[src/rtl/mem_port_arbiter.sv]
`timescale 1ns/1ps
// Arbiter for the single unified instruction/data memory port shared by the multicycle CPU
// and a DMA/IO requester: one access at a time, issue -> latency wait -> done pulse.
//
// state | meaning
// IDLE  | port free; requests sampled and the winner's we/addr/wdata latched at the edge
// ISSUE | one-cycle mem_en strobe for the latched access
// WAIT  | MEM_LAT-cycle latency countdown; read data captured on the last edge
// DONE  | one-cycle done pulse to the winner, then back to IDLE
module mem_port_arbiter #(
    parameter int ADDR_W     = 16,
    parameter int DATA_W     = 16,
    parameter int MEM_LAT    = 1,
    parameter int STARVE_MAX = 4
) (
    input  logic              CLK,
    input  logic              Reset,

    input  logic              cpu_req,
    input  logic              cpu_we,
    input  logic [ADDR_W-1:0] cpu_addr,
    input  logic [DATA_W-1:0] cpu_wdata,
    output logic              cpu_grant,
    output logic              cpu_done,
    output logic [DATA_W-1:0] cpu_rdata,
    output logic              cpu_stall,

    input  logic              dma_req,
    input  logic              dma_we,
    input  logic [ADDR_W-1:0] dma_addr,
    input  logic [DATA_W-1:0] dma_wdata,
    output logic              dma_grant,
    output logic              dma_done,
    output logic [DATA_W-1:0] dma_rdata,

    output logic              mem_en,
    output logic              mem_we,
    output logic [ADDR_W-1:0] mem_addr,
    output logic [DATA_W-1:0] mem_wdata,
    input  logic [DATA_W-1:0] mem_rdata
);

    localparam int CNT_W    = $clog2(MEM_LAT + 1);
    localparam int STARVE_W = $clog2(STARVE_MAX + 1);

    typedef enum logic [1:0] {
        IDLE  = 2'd0,
        ISSUE = 2'd1,
        WAIT  = 2'd2,
        DONE  = 2'd3
    } arbState_t;

    arbState_t           state;
    arbState_t           nextState;
    logic                dmaOwner;
    logic                accWe;
    logic [CNT_W-1:0]    waitCnt;
    logic [STARVE_W-1:0] starveCnt;
    logic                dmaStarved;
    logic                grantCpu;
    logic                grantDma;
    logic                waitLast;
    logic                acceptReq;

    // CPU has priority unless DMA has lost STARVE_MAX arbitrations in a row.
    assign dmaStarved = (starveCnt == STARVE_W'(STARVE_MAX));
    assign grantDma   = dma_req & (~cpu_req | dmaStarved);
    assign grantCpu   = cpu_req & ~grantDma;
    assign acceptReq  = (state == IDLE) & (grantCpu | grantDma);
    assign waitLast   = (waitCnt == CNT_W'(1));

    always_ff @(posedge CLK or posedge Reset) begin
        if (Reset) begin
            state <= IDLE;
        end else begin
            state <= nextState;
        end
    end

    always_comb begin
        nextState = state;
        mem_en    = 1'b0;
        mem_we    = 1'b0;
        cpu_grant = 1'b0;
        dma_grant = 1'b0;
        cpu_done  = 1'b0;
        dma_done  = 1'b0;
        case (state)
            IDLE: begin
                if (grantCpu || grantDma) begin
                    nextState = ISSUE;
                end
            end
            ISSUE: begin
                nextState = WAIT;
                mem_en    = 1'b1;
                mem_we    = accWe;
                cpu_grant = ~dmaOwner;
                dma_grant = dmaOwner;
            end
            WAIT: begin
                if (waitLast) begin
                    nextState = DONE;
                end
                cpu_grant = ~dmaOwner;
                dma_grant = dmaOwner;
            end
            DONE: begin
                nextState = IDLE;
                cpu_grant = ~dmaOwner;
                dma_grant = dmaOwner;
                cpu_done  = ~dmaOwner;
                dma_done  = dmaOwner;
            end
            default: nextState = IDLE;
        endcase
    end

    assign cpu_stall = cpu_req & ~cpu_done;

    always_ff @(posedge CLK or posedge Reset) begin
        if (Reset) begin
            dmaOwner  <= 1'b0;
            accWe     <= 1'b0;
            mem_addr  <= '0;
            mem_wdata <= '0;
            waitCnt   <= '0;
            starveCnt <= '0;
            cpu_rdata <= '0;
            dma_rdata <= '0;
        end else begin
            if (acceptReq) begin
                dmaOwner  <= grantDma;
                accWe     <= grantDma ? dma_we    : cpu_we;
                mem_addr  <= grantDma ? dma_addr  : cpu_addr;
                mem_wdata <= grantDma ? dma_wdata : cpu_wdata;
                if (grantDma) begin
                    starveCnt <= '0;
                end else if (dma_req && !dmaStarved) begin
                    starveCnt <= starveCnt + STARVE_W'(1);
                end
            end

            if (state == ISSUE) begin
                waitCnt <= CNT_W'(MEM_LAT);
            end else if (state == WAIT) begin
                waitCnt <= waitCnt - CNT_W'(1);
            end

            // Read data is only valid on the final latency edge; writes leave rdata untouched.
            if ((state == WAIT) && waitLast && !accWe) begin
                if (dmaOwner) begin
                    dma_rdata <= mem_rdata;
                end else begin
                    cpu_rdata <= mem_rdata;
                end
            end
        end
    end

endmodule

[config.mk]
export PLATFORM = sky130hd
export DESIGN_NAME = mem_port_arbiter
export DESIGN_NICKNAME = d
export VERILOG_FILES = /design/src/rtl/mem_port_arbiter.sv
export SDC_FILE = /design/constraint.sdc
export NUM_CORES = 1
export LEC_CHECK = 0
export BUFFER_PORTS_ARGS = -buffer_cell sky130_fd_sc_hd__buf_2
export CORE_UTILIZATION = 30
export DETAILED_ROUTE_END_ITERATION = 8
export SYNTH_ARGS = -nofsm -noshare
export SYNTH_HDL_FRONTEND = slang
export SYNTH_SLANG_ARGS = --single-unit
[constraint.sdc]
create_clock -name CLK -period 2.8 [get_ports CLK]
set_input_delay 0.7 -clock CLK [delete_from_list [all_inputs] [get_ports CLK]]
set_output_delay 0.7 -clock CLK [all_outputs]
set_load 0.1 [all_outputs]
==> flow_metrics.py, run 1 <==
metrics = {
    "drt": {
        "num_vias": 2944,
        "via_per_inst": 4.87,
        "drc_errors": 0,
        "routed_wl_mm": 9.09,
        "drtAntennaViolNets": 0,
        "detail_route.iter0.violations": 135,
        "routedWlPerCell_um": 15.1,
        "drtPass1Iterations": 4,
    },
    "sta": {
        "fin_skew_ns": 0.00455,
        "timing.setup.tns_ns": 0,
        "setup_violations": 0,
        "rsz0062_at_grt": "false",
        "worstMarginPinSlew_ns": 0.796,
        "slew_headroom_pct": 46.8,
        "timing.fmax_mhz": 421,
        "finalMaxSlewViolations": 0,
        "post-route-period-util_pct": 84.8,
        "hold_violations": 0,
        "fin_crit_ns": 2.37,
    },
    "cells_and_area": {
        "layout_common_cells": "buf_2 (156), dfrtp_1 (72), nand2_1 (70)",
        "diodes": 0,
        "drive_gt1_share_pct": 48.7,
        "layout.nets": 552,
        "final_common_cell": "buf_2",
        "area_growth_pct": 36.8,
        "final_core_util_pct": 42.4,
    },
    "clocking": {
        "hold_buffers": 0,
        "cts_tree": "yes",
        "cts_max_level": 3,
        "cts_sinks": 72,
        "path_clk_slew_ns": 0.06,
        "post_cts_resized": 0,
        "cts_setup_buffers": 0,
        "cts_inserted_buffers": 9,
        "clock_latency_ns": 0.33,
        "root_buffer": "clkbuf_16",
        "clk_path_buf_depth": 2,
    },
    "synth": {
        "yosysWarnings": 0,
        "synth_seq_cells": 72,
        "synth_top_area_share_pct": 53.2,
        "synth_area_per_cell_um2": 11.0,
        "ys_types": 32,
        "synth.yosys.seq_area_share_pct": 53.2,
        "syn_inst": 309,
        "synth_top_area_cell": "dfrtp_1",
        "netlist_top_cells_area": "dfrtp_1 (53%), nand2_1 (7.8%), mux2_2 (7.6%)",
        "syn-num-nets": 402,
        "synth_area_um2": 3390,
    },
    "floorplanning": {
        "ios": 157,
        "initial_core_util_pct": 31.0,
        "row_count": 38,
        "dieWidth_um": 108,
        "die_area_um2": 11700,
        "chipHeight_um": 108,
        "core-area_um2": 10900,
    },
    "grt": {
        "grt_pass1_wl_mm": 14.5,
        "grt_pass1_vias": 2940,
        "track_usage_pct": 16.1,
        "antenna_found_initial": 0,
        "grt_max_degree": 39,
        "gr-total-overflow": 0,
    },
    "critical_path": {
        "cp.required_ns": 2.10,
        "arrival_ns": 1.67,
        "crit_fanout": 4,
        "criticalPathCategory": "reg -> out",
        "cp-end-kind": "primary output",
        "critPathLaunchType": "register",
    },
    "place": {
        "dp_hpwl_mm": 6.53,
        "place_congestion": 0.744,
        "port_buffers": 156,
    },
    "flow_run": {
        "cap_viol_max_count": 0,
    },
    "min_path": {
        "hold_path.class": "reg -> reg",
    },
    "status": {
        "status": "finished clean",
    },
}
state kept, by name, indices dropped and copies added, names as in the netlist:
name / count
cpu_rdata: 16
dma_rdata: 16
mem_addr: 16
mem_wdata: 16
starveCnt: 3
state: 2
accWe: 1
dmaOwner: 1
waitCnt: 1
area by class of cell:
class | count | area (µm²)
Fill cell | 1075 | 6300
Clock buffer | 9 | 225
Sequential cell | 72 | 1800
Clock inverter | 7 | 120
Inverter | 7 | 26.3
Multi-Input combinational cell | 204 | 1410
Timing Repair Buffer | 165 | 873
Tap cell | 140 | 175
kinds of logic after synthesis:
logic type               share of synthesized area, %
AO/OA/AOI/OAI                                    9.68
adder cells (fa/ha/maj)                          2.59
buffers and inverters                            5.32
flip-flops                                       53.2
multiplexers                                     12.1
AND/OR/NAND/NOR                                  17.1
worst paths after layout:
kind | start | end | slack [ns] | cells past startpoint
setup / recovery | state[0] | cpu_stall | 0.43 | 4
hold reg to reg | mem_wdata[8] | mem_wdata[8] | 0.49 | 2
min in group asynchronous | Reset | mem_wdata[1] | 0.51 | 2
setup reg to reg | state[0] | state[1] | 0.90 | 6
hold / removal | mem_wdata[8] | mem_wdata[8] | 0.49 | 2
max in group asynchronous | Reset | state[1] | 1.61 | 3
Yosys cell counts (all sizes together):
cell type	n
dfrtp	72
nand2	70
nand4	34
mux2	33
o211ai	33
clkbuf	16
buf	10
ha	7
inv	7
nor2	5
o21ai	5
and2	3
nand3	2
nor3	2
nor3b	2
a21bo	1
a21o	1
a21oi	1
and2b	1
nor2b	1
o21a	1
o32a	1
or3	1
through the flow:
step                      cell area, µm²  cells  hold slack (ns)  setup slack (ns)
after global placement              4290    588            0.466             0.665
after global routing                4630    604            0.511             0.335
after detailed placement            4290    588            0.478             0.637
final                               4630    604            0.488             0.426
after floorplan                     3390    309            0.452             0.167
after CTS                           4630    604            0.495             0.386
metal layers:
layer / GRT usage, % / routed length (µm) / vias to the layer above / share of wire [%]
met4: 6.08 / 108 / 0 / 1.2
met2: 25.9 / 4190 / 142 / 46
met3: 5.36 / 900 / 7 / 9.9
met1: 20.0 / 3890 / 1394 / 43
li1: - / - / 1401 / -
met5: 0 / 0 / - / 0
worst max-delay path: stages (launching register included):
cell     delay (ns)
dfrtp_1        0.41
ha_1           0.21
and2b_2        0.21
nor2b_2        0.09
buf_2          0.42
Power of run 1 is not shown: default switching activity piles up to over one toggle a cycle in this logic, so the estimate is an artifact.
==> run 2, diff against run 1 <==
Settings changed: ABC_AREA set to 1.
Clock period 2.8 ns to 2.4 ns, I/O delays scaled along.
==> run 2 against run 1 <==
Against the previous run:
- the run now ends with design-rule violations left
- worst hold slack got worse by 0.14 ns
- via count rose by 17%
- clock skew barely moved
==> flow_metrics.py, run 2 <==
metrics = {
    "synth": {
        "yosys-top-cells-count": "nand2_1 (157), inv_1 (95), nand3_1 (85), dfrtp_1 (72), o21ai_0 (24)",
        "synth_edf_count": 0,
        "syn-num-nets": 572,
        "synth-async-reset-ratio_pct": 100,
        "synth_area_um2": 3640,
        "post-synth-top-count-cell": "nand2_1",
        "syn_inst": 479,
        "synth_flop_cell": "dfrtp_1",
        "synth.yosys.seq_area_share_pct": 49.6,
        "synth_top_area_share_pct": 49.6,
        "synth_top_area_cell": "dfrtp_1",
        "synth_seq_cells": 72,
        "ys_types": 18,
        "yosysWarnings": 0,
        "synth_area_per_cell_um2": 7.59,
        "netlist_top_cells_area": "dfrtp_1 (50%), nand2_1 (16%), nand3_1 (12%)",
    },
    "clocking": {
        "cts_setup_buffers": 0,
        "cts_tree": "yes",
        "post_cts_resized": 0,
        "hold_buffers": 0,
        "cts_max_level": 3,
        "clk_path_buf_depth": 2,
        "cts_inserted_buffers": 9,
        "cts_sinks": 72,
        "clock_latency_ns": 0.33,
        "path_clk_slew_ns": 0.06,
        "root_buffer": "clkbuf_16",
    },
    "cells_and_area": {
        "layout_common_cells": "nand2_1 (157), buf_2 (156), inv_1 (94)",
        "area_growth_pct": 33.4,
        "final_common_cell": "nand2_1",
        "diodes": 0,
        "drive_gt1_share_pct": 30.2,
        "stdcell_area_um2": 4850,
        "fin_cells": 776,
        "layout.nets": 721,
    },
    "place": {
        "detailed_place.area_um2": 4520,
        "port_buffers": 156,
        "dp_hpwl_mm": 6.70,
        "dp.cells": 760,
        "place_congestion": 0.750,
    },
    "sta": {
        "setup_violations": 0,
        "fin_crit_ns": 2.25,
        "rsz0062_at_grt": "false",
        "timing.fmax_mhz": 444,
        "hold_violations": 0,
        "holdWs_ns": 0.345,
        "post-route-period-util_pct": 93.9,
        "finalMaxSlewViolations": 0,
        "slew_headroom_pct": 58.8,
        "worstMarginPinSlew_ns": 0.618,
        "fin_skew_ns": 0.00492,
    },
    "critical_path": {
        "critPathMostFrequentCell": "inv_1",
        "r2r_slack_ns": 0.60,
        "criticalPathCategory": "reg -> out",
        "worst_path_max_delay_cell": "buf_2",
        "cp_cell_sequence": "inv_1 -> ha_2 -> nand2_1 -> inv_1 -> buf_2",
        "crit_fanout": 4,
        "arrival_ns": 1.65,
        "critPathTopFamily": "buffers and inverters",
        "slowest_delay_ns": 0.42,
        "critPathLaunchType": "register",
        "cp-end-kind": "primary output",
        "path_buf_inv": 3,
        "cp.required_ns": 1.80,
    },
    "drt": {
        "drc_errors": 15,
        "detail_route.iter0.violations": 255,
        "drtPass1Iterations": 8,
        "drtAntennaViolNets": 0,
        "via_per_inst": 4.44,
        "routed_wl_mm": 9.50,
        "num_vias": 3449,
        "routedWlPerCell_um": 12.2,
    },
    "grt": {
        "grt_pass1_wl_mm": 15.9,
        "grt_max_degree": 73,
        "gr-total-overflow": 0,
        "track_usage_pct": 15.9,
        "grt_pass1_vias": 3337,
        "antenna_found_initial": 0,
    },
    "floorplanning": {
        "chipHeight_um": 112,
        "initial_core_util_pct": 31.3,
        "ios": 157,
        "row_count": 39,
        "die_area_um2": 12600,
        "core-area_um2": 11600,
        "dieWidth_um": 112,
    },
    "status": {
        "status": "finished with violations",
        "violations": "design-rule violations",
    },
    "min_path": {
        "hold_path.class": "in -> async",
    },
    "flow_run": {
        "cap_viol_max_count": 0,
    },
}
==> run 2: cell type report <==
class,count,area (µm²)
Clock buffer,10,229
Clock inverter,6,108
Fill cell,1204,6760
Inverter,97,368
Multi-Input combinational cell,287,1340
Sequential cell,72,1800
Tap cell,143,179
Timing Repair Buffer,161,831
==> run 2: cells by family (layout without fill, tap and decap cells) <==
group | Yosys count | count (layout) | synth area share, %
simple gates | 254 | 254 | 30.1
buf+inv | 120 | 274 | 14.0
flops | 72 | 72 | 49.6
compound gates | 26 | 26 | 3.89
fa+ha+maj | 7 | 7 | 2.41
==> run 2: path summary, 6_finish.rpt <==
kind	to	from	cells after the start
hold / removal	dma_rdata[6]	Reset	3
max in group asynchronous	mem_addr[7]	Reset	3
setup / recovery	mem_we	state[1]	5
min in group CLK	cpu_rdata[2]	cpu_rdata[2]	2
hold reg to reg	cpu_rdata[2]	cpu_rdata[2]	2
setup reg to reg	cpu_rdata[4]	state[0]	7
==> run 2: worst reg2reg max path, stage by stage, from the launching register on <==
cell	delay [ns]
dfrtp_1	0.41
inv_1	0.12
ha_1	0.22
nand2_2	0.10
nor2_4	0.34
nand2_2	0.30
nand2_1	0.14
nand2_1	0.06
==> run 2: metrics by stage <==
step / TNS (ns) / setup WS [ns] / util [%]
floorplan: -0.0618 / -0.0618 / -
global placement: 0 / 0.486 / 38.9
detailed placement: 0 / 0.488 / 38.9
CTS: 0 / 0.133 / 41.8
global route: 0 / 0.0603 / 41.8
finish: 0 / 0.146 / 41.8
==> run 2: per-layer routing <==
metal	wire [µm]	up-vias	track usage, %
li1	-	1748	-
met1	4540	1552	21.1
met2	4280	140	26.0
met3	607	9	2.75
met4	70	0	6.13
met5	0	-	0
Power of run 2 is left out for the same reason.
==> run 3, diff against run 2 <==
Settings changed: GPL_TIMING_DRIVEN set to 0.
==> run 3 against run 2 <==
Against the previous run:
- the flow still finishes with violations (design-rule violations)
- final area rose by 1.5%
- register-to-register slack improved by 0.17 ns
- sequential share of layout area is 0.57 points lower
- wire length increased by 4.9%
- worst hold slack improved by 0.041 ns
- flip-flop and latch count is the same
- non-clock buffer count grew 18
- final cell count is 2.3% higher
- via count increased by 3.4%
- clock skew up 0.0011 ns
- critical path type unchanged
- critical endpoint is now dma_grant
- largest cell class unchanged
- highest routed layer unchanged
==> flow_metrics.py, run 3 (synthesis gave the netlist of run 2 again) <==
metrics = {
    "drt": {
        "detail_route.iter0.violations": 272,
        "drc_errors": 15,
        "drtPass1Iterations": 6,
        "routedWlPerCell_um": 12.6,
        "via_per_inst": 4.49,
        "num_vias": 3566,
        "routed_wl_mm": 9.97,
        "drtAntennaViolNets": 0,
    },
    "status": {
        "status": "finished with violations",
        "violations": "design-rule violations",
    },
    "critical_path": {
        "worst_path_max_delay_cell": "dfrtp_1",
        "crit_fanout": 10,
        "reg2regPathDepth": 8,
        "r2r_start": "state[0]",
        "criticalPathCategory": "reg -> out",
        "r2r_slack_ns": 0.77,
        "r2r_end": "cpu_rdata[4]",
        "arrival_ns": 1.69,
        "cp.required_ns": 1.80,
        "critPathMostFrequentCell": "buf_2",
        "critPathLaunchType": "register",
        "cp-end-kind": "primary output",
        "slowest_delay_ns": 0.44,
        "cp_cell_sequence": "inv_2 -> buf_2 -> buf_2 -> nor2_2 -> buf_4",
    },
    "clocking": {
        "cts_tree": "yes",
        "path_clk_slew_ns": 0.06,
        "clk_path_buf_depth": 2,
        "cts_setup_buffers": 0,
        "cts_inserted_buffers": 9,
        "root_buffer": "clkbuf_16",
        "cts_max_level": 3,
        "cts_sinks": 72,
        "clock_latency_ns": 0.33,
    },
    "floorplanning": {
        "core-area_um2": 11600,
        "initial_core_util_pct": 31.3,
        "die_area_um2": 12600,
        "dieWidth_um": 112,
        "chipHeight_um": 112,
        "ios": 157,
        "row_count": 39,
    },
    "sta": {
        "fin_crit_ns": 2.29,
        "hold_violations": 0,
        "finalMaxSlewViolations": 0,
        "slew_headroom_pct": 51.2,
        "rsz0062_at_grt": "false",
        "holdWs_ns": 0.386,
        "fin_ws_ns": 0.115,
        "worstMarginPinSlew_ns": 0.731,
        "post-route-period-util_pct": 95.2,
        "setup_violations": 0,
        "fin_skew_ns": 0.00598,
        "timing.setup.tns_ns": 0,
        "timing.fmax_mhz": 438,
    },
    "cells_and_area": {
        "diodes": 0,
        "layout.nets": 739,
        "final_common_cell": "buf_2",
        "drive_gt1_share_pct": 31.8,
        "layout_common_cells": "buf_2 (166), nand2_1 (157), inv_1 (94)",
        "area_growth_pct": 35.5,
        "final_core_util_pct": 42.4,
    },
    "place": {
        "place_ws_ns": 0.339,
        "port_buffers": 155,
        "dp_hpwl_mm": 7.52,
        "place_congestion": 0.809,
    },
    "grt": {
        "gr-total-overflow": 0,
        "grt_max_degree": 42,
        "grt_pass1_wl_mm": 16.8,
        "antenna_found_initial": 0,
        "track_usage_pct": 17.0,
        "grt_pass1_vias": 3524,
    },
    "flow_run": {
        "cap_viol_max_count": 0,
    },
    "min_path": {
        "hold_path.class": "in -> async",
    },
}
==> run 3: area by class of cell <==
type | count | area [µm²]
plain buffers | 23 | 146
well taps | 143 | 179
flip-flops and latches | 72 | 1800
multi-input cells | 287 | 1340
inverters | 97 | 368
fillers | 1216 | 6690
clock buffers | 10 | 239
clock inverters | 6 | 58.8
repair buffers | 156 | 798
==> run 3: through the flow <==
step / instance area, µm² / std cells
after global placement: 4610 / 777
final: 4930 / 794
after floorplan: 3650 / 479
after global routing: 4930 / 794
after CTS: 4930 / 794
after detailed placement: 4630 / 778
==> run 3: worst max path at each step <==
stage	from	endpoint
2_1_floorplan	state[0]	cpu_stall
3_3_place_gp	dmaOwner	dma_grant
3_5_place_dp	dmaOwner	dma_grant
4_1_cts	dmaOwner	dma_grant
5_1_grt	dmaOwner	dma_grant
6_report	dmaOwner	dma_grant
==> run 3: worst max-delay path, delay by kind of cell, from the launching register on <==
kind	cells	cell delay, ns
and+or+nand+nor	1	0.06
DFF	1	0.44
buffers and inverters	4	0.84
==> run 3: timing repair <==
action | CTS | global route
endpoints found under the setup margin | 1 | 0
resized for setup | 1 | 0
hold buffers | 0 | 0
==> run 3: per-layer routing <==
metal,part of all wire [%],global-route usage [%],vias up
li1,-,-,1784
met1,48,22.7,1612
met2,43,27.5,161
met3,7.7,3.35,9
met4,1.5,6.40,0
met5,0,0,-
Power of run 3 is left out for the same reason.
